[config.mk]
export PLATFORM = sky130hd
export DESIGN_NAME = fifo_word_serializer
export DESIGN_NICKNAME = d
export VERILOG_FILES = /design/src/rtl/fifo_ser_pkg.sv /design/src/rtl/fifo_word_serializer.sv
export SDC_FILE = /design/constraint.sdc
export NUM_CORES = 1
export LEC_CHECK = 0
export ABC_AREA = 1
export BUFFER_PORTS_ARGS = -buffer_cell sky130_fd_sc_hd__buf_2
export CORE_UTILIZATION = 45
export CTS_CLUSTER_SIZE = 16
export DETAILED_ROUTE_END_ITERATION = 7
export PLACE_DENSITY_LB_ADDON = 0.25
export SETUP_SLACK_MARGIN = 0.05
export SLEW_MARGIN = 40
export SYNTH_ARGS = -nofsm -noshare
export SYNTH_HDL_FRONTEND = slang
export SYNTH_SLANG_ARGS = --single-unit
[constraint.sdc]
create_clock -name clk -period 2.3 [get_ports clk]
set_input_delay 0.575 -clock clk [delete_from_list [all_inputs] [get_ports clk]]
set_output_delay 0.575 -clock clk [all_outputs]
set_load 0.05 [all_outputs]
[src/rtl/fifo_ser_pkg.sv]
// Shared types and sizing for the FIFO word serializer.
// Default geometry lives here so the bench and the RTL agree.
package fifo_ser_pkg;

  typedef enum logic [1:0] {
    IDLE  = 2'd0,
    FETCH = 2'd1,
    LOAD  = 2'd2,
    SEND  = 2'd3
  } ser_state_e;

  localparam int DATA_W_DEF = 32;
  localparam int BYTE_W_DEF = 8;
  localparam int BYTES_PER_WORD = DATA_W_DEF / BYTE_W_DEF;
  localparam int BIDX_W = $clog2(BYTES_PER_WORD);

  function automatic int idx_w(input int n);
    return (n > 1) ? $clog2(n) : 1;
  endfunction

endpackage

[src/rtl/fifo_word_serializer.sv]
// Pops words from a sync FIFO read port and streams them out
// as bytes on a valid/ready interface with a last-byte marker.
module fifo_word_serializer
  import fifo_ser_pkg::*;
#(
  parameter int DATA_W    = DATA_W_DEF,
  parameter int BYTE_W    = BYTE_W_DEF,
  parameter bit MSB_FIRST = 1'b1,
  parameter int CNT_W     = 16
) (
  input  logic              clk,
  input  logic              rst,
  input  logic              fifo_empty,
  output logic              fifo_ren,
  input  logic [DATA_W-1:0] fifo_rdata,
  output logic              m_valid,
  input  logic              m_ready,
  output logic [BYTE_W-1:0] m_data,
  output logic              m_last,
  output logic [CNT_W-1:0]  word_cnt,
  output logic              busy
);

  localparam int N  = DATA_W / BYTE_W;
  localparam int IW = idx_w(N);
  localparam logic [IW-1:0] LAST_IDX = IW'(N - 1);

  if ((DATA_W % BYTE_W) != 0) begin : g_bad_width
    $error("DATA_W must be a multiple of BYTE_W");
  end

  ser_state_e        state_q, state_d;
  logic [DATA_W-1:0] sreg_q, sreg_d;
  logic [IW-1:0]     bidx_q, bidx_d;
  logic [CNT_W-1:0]  cnt_q, cnt_d;

  always_ff @(posedge clk or negedge rst) begin
    if (!rst) begin
      state_q <= IDLE;
      sreg_q  <= '0;
      bidx_q  <= '0;
      cnt_q   <= '0;
    end else begin
      state_q <= state_d;
      sreg_q  <= sreg_d;
      bidx_q  <= bidx_d;
      cnt_q   <= cnt_d;
    end
  end

  always_comb begin
    state_d = state_q;
    sreg_d  = sreg_q;
    bidx_d  = bidx_q;
    cnt_d   = cnt_q;
    unique case (state_q)
      IDLE: begin
        if (!fifo_empty) state_d = FETCH;
      end
      FETCH: begin
        state_d = LOAD;
      end
      // read data is valid one cycle after the pop
      LOAD: begin
        sreg_d  = fifo_rdata;
        bidx_d  = '0;
        state_d = SEND;
      end
      SEND: begin
        if (m_ready) begin
          if (bidx_q == LAST_IDX) begin
            cnt_d   = cnt_q + CNT_W'(1);
            state_d = IDLE;
          end else begin
            bidx_d = bidx_q + IW'(1);
            sreg_d = MSB_FIRST ? (sreg_q << BYTE_W)
                               : (sreg_q >> BYTE_W);
          end
        end
      end
      default: state_d = IDLE;
    endcase
  end

  if (MSB_FIRST) begin : g_msb
    assign m_data = sreg_q[DATA_W-1 -: BYTE_W];
  end else begin : g_lsb
    assign m_data = sreg_q[BYTE_W-1:0];
  end

  assign fifo_ren = (state_q == FETCH);
  assign m_valid  = (state_q == SEND);
  assign m_last   = m_valid && (bidx_q == LAST_IDX);
  assign busy     = (state_q != IDLE);
  assign word_cnt = cnt_q;

endmodule

# Word-level counts from Yosys, hierarchy flattened
# Index checks and enable logic that the tools add are counted.
# word_totals
reg_bits,52
in_bits,36
out_inout_bits,28
# op_classes
n_addsub,2
eq_ne,8
n_mux,10
reduce_logical,7
# op_table
operator,n
$mux 32,2
$pmux 32 s2,1
$add 16x1->16 const B,1
$mux 2,5
$reduce_and 3->1,3
$pmux 2 s4,1
$eq 2x2->1 const B,3
$ne 2x1->1 const B,2
$ne 2x2->1 const B,2
$pmux 2 s2,1
$reduce_bool 2->1,2
$add 2x1->2 const B,1
$eq 2x1->1 const B,1
$logic_not 2->1,1
$logic_and 1x1->1,1

# Logic depth before layout (Yosys ltp)
# depth
depth_word,4
mapped_depth,9

# Worst setup path before layout
# OpenSTA, ideal clock, no wires.
# synth_path
kind,register -> register
start,register state_q[0]
end,register cnt_q[13] (netlist: word_cnt[13])
setup_slack_ns,0.506
stages_incl_launch_ff,10
required_ns,2.181
setup_ns,0.119
path_buffers,1
arrival_ns,1.675
path_cell_list,dfrtp_1 ha_1 buf_6 nand3_4 inv_2 nand2_2 nor2_4 nand2_1 nand2_1 nand2_1
# synth_via
elab_chain_cells,2
# synth_lines
item,line,text
start: declaration,fifo_word_serializer.sv:32,"ser_state_e state_q, state_d;"
start signal: assignment,fifo_word_serializer.sv:44,state_q <= state_d;
$eq 2x2->1,--,
via m_valid,fifo_word_serializer.sv:16,"output logic m_valid,"
$reduce_and 3->1 (no source line),--,
end signal: assignment,fifo_word_serializer.sv:47,cnt_q <= cnt_d;
end: declaration,fifo_word_serializer.sv:35,"logic [CNT_W-1:0] cnt_q, cnt_d;"
# The timed path passes the listed nets, and every way through them passes these cells.
# A chain may end at the register's enable or synchronous reset.

# Final worst setup path
# layout_path
start,register state_q[0]
end,output m_valid
# layout_via
elab_chain_cells,1
# layout_lines
item,line,text
$eq 2x2->1,fifo_word_serializer.sv:92,assign m_valid = (state_q == SEND);
end: declaration,fifo_word_serializer.sv:16,
# No other way between the ends.

==> impl_metrics.toml <==
[status]
status = "finished clean"

[drt]
drt_iter0_drc = 133
num_vias = 1939
wl_per_cell_microns = 12.5
vias_per_cell = 4.78
route.detailed.drc = 0
drt-pass1-iter-count = 4
ant_nets = 0
routed_wirelength_microns = 5060

[setup_path]
cp.required_ns = 1.73
arrival_ns = 1.51
crit_type = "flop to output pin"
cp_max_fo = 12
cp-end-kind = "output pin"
start_kind = "flop"

[finish]
insertedDiodeCount = 0
drive_gt1_share_pct = 25.7
syn_to_final_growth_pct = 17.3
fill_cells = 519
utilization_pct = 55.1
seq_area_sq_um = 1300
finalNetCount = 378
multi_input_area_sq_um = 1130

[timing]
rsz0062_at_grt = "no"
finClkSkew_ns = 0.0122
relSlewSlack_pct = 65.0
finalSetupViolCount = 0
finalSetupTns_ns = 0
period_share_pct = 90.8
fmax_ghz = 0.479
finalCriticalPeriod_ns = 2.09
worst_slew_pin_slew_ns = 0.522
slew_violations = 0
hold_viol = 0

[logic_synthesis]
syn_area_sq_um = 2620
syn-num-nets = 322
synthTopCellsByArea = "dfrtp_1 (50%), nand2_1 (11%), mux2i_1 (9.2%)"
yosysTopAreaCell = "dfrtp_1"
ys_seq_area_share_pct = 49.7
postSynthAreaPerCell_sq_um = 9.42
synth_cell_types = 28
ys_ff_latch = 52
synth_cells = 278
ys_warn_count = 0
synth_top_area_share_pct = 49.7

[grt]
grt_pass1_vias = 1852
antenna_found_initial = 0
overflow = 0
grt_pass1_wl_microns = 8800
grt_start_max_net_pins = 49
track_usage_pct = 18.6

[power_and_ir_drop]
p_leak_nw = 1.56
vdd_ir_drop_max_v = 0.000870
power_density_nw_per_um2 = 1260

[place]
dpl.hpwl_microns = 3720
gp_congestion = 0.796
io_buffers = 63

[die]
dieWidth_microns = 78.3
coreArea_sq_um = 5570
die_area_sq_um = 6130
start_util_pct = 47.0
chipHeight_microns = 78.3
fp-row-count = 27
ios = 64

[clock_tree]
h-tree-depth = 2
clk_pin_slew_ns = 0.10
cts.repair.resized = 0
tritoncts = "yes"
cts_hold_buf = 0
cts_setup_buffers = 0
cts-root-buf = "clkbuf_8"
cts_buffer_depth = 2
cts-buffers-inserted = 5
clock-sinks = 52
insertion_delay_ns = 0.31

[min_path]
hp-class = "input port to async pin"

[run]
max_cap_violations = 0
## registers in the layout, indices dropped and copies added, names as in the netlist
name / cells
sreg_q: 32
word_cnt: 16
bidx_q: 2
state_q: 2
## logic make-up after synthesis
kind of cell,Yosys count,share of synthesized area (%)
simple gates,111,19.0
compound gates,40,8.12
fa+ha+maj,8,3.82
buf+inv,35,7.55
xor+xnor,8,2.68
flops,52,49.7
mux,24,9.17
## path summary, 6_finish.rpt
kind / cells past startpoint / end / startpoint / slack (ns)
max in group asynchronous: 2 / sreg_q[23]$_DFFE_PN0P_ / rst / 1.52
setup reg to reg: 5 / sreg_q[8]$_DFFE_PN0P_ / state_q[0]$_DFFE_PN0P_ / 0.53
hold / removal: 1 / sreg_q[3]$_DFFE_PN0P_ / rst / 0.18
setup / recovery: 2 / m_valid / state_q[0]$_DFFE_PN0P_ / 0.21
min in group clk: 2 / sreg_q[30]$_DFFE_PN0P_ / sreg_q[30]$_DFFE_PN0P_ / 0.49
hold reg to reg: 2 / sreg_q[30]$_DFFE_PN0P_ / sreg_q[30]$_DFFE_PN0P_ / 0.49
## layer usage
layer,vias to the layer above,global-route usage (%),wire length (microns)
li1,1009,-,-
met1,873,26.9,2560
met2,51,27.6,2170
met3,6,3.95,250
met4,0,6.11,78
met5,-,0,0
## synthesized netlist by cell type (all sizes together)
master  instances
nand4           2
buf            16
nand2          79
ha              8
nand3           7
nand3b          3
dfrtp          52
o21ai          35
clkbuf          2
a21oi           2
xnor2           4
mux2i          24
nor2           18
xor2            4
or2             1
inv            17
nor3            1
o21a            1
o211ai          2
## cells in the final DEF (no fill, tap or decap), types with 4 or more instances in the layout
| master | instances |
|---|---|
| xor2_1 | 4 |
| nor2_1 | 14 |
| xnor2_1 | 4 |
| inv_1 | 15 |
| nor2_4 | 4 |
| buf_2 | 63 |
| nand2_1 | 78 |
| o21ai_0 | 32 |
| mux2i_1 | 24 |
| ha_1 | 7 |
| clkbuf_8 | 5 |
| dfrtp_1 | 52 |
| nand3_1 | 6 |
## worst max-delay path: stages, from the launching register on
cell     delay (ns)
dfrtp_1        0.43
ha_2           0.45
buf_2          0.34
## metrics by stage
step	hold WS [ns]	total power, W	instances	setup WS (ns)	cell area (sq um)
2_1_floorplan	0.279	0.00294	278	0.506	2620
3_3_place_gp	0.460	0.00312	399	0.577	2940
3_5_place_dp	0.468	0.00318	399	0.509	2940
4_1_cts	0.187	0.00390	406	0.195	3070
5_1_grt	0.194	0.00416	406	0.120	3070
6_report	0.181	0.00386	406	0.212	3070
## power breakdown
part | leakage [nW] | switching [W] | internal [W]
sequential | 0.655 | 0.000181 | 0.00124
clock | 0.0642 | 0.000294 | 0.000428
combinational | 0.845 | 0.00114 | 0.000579
## cell type report
class	instances	share of cell area (%)
multi-input combinational	191	36.8
timing repair buffer	67	11.6
clock inverter	2	1.95
sequential	52	42.3
tap	72	2.93
clock buffer	5	2.24
inverter	17	2.08
Power figures use the tool's default switching activity.
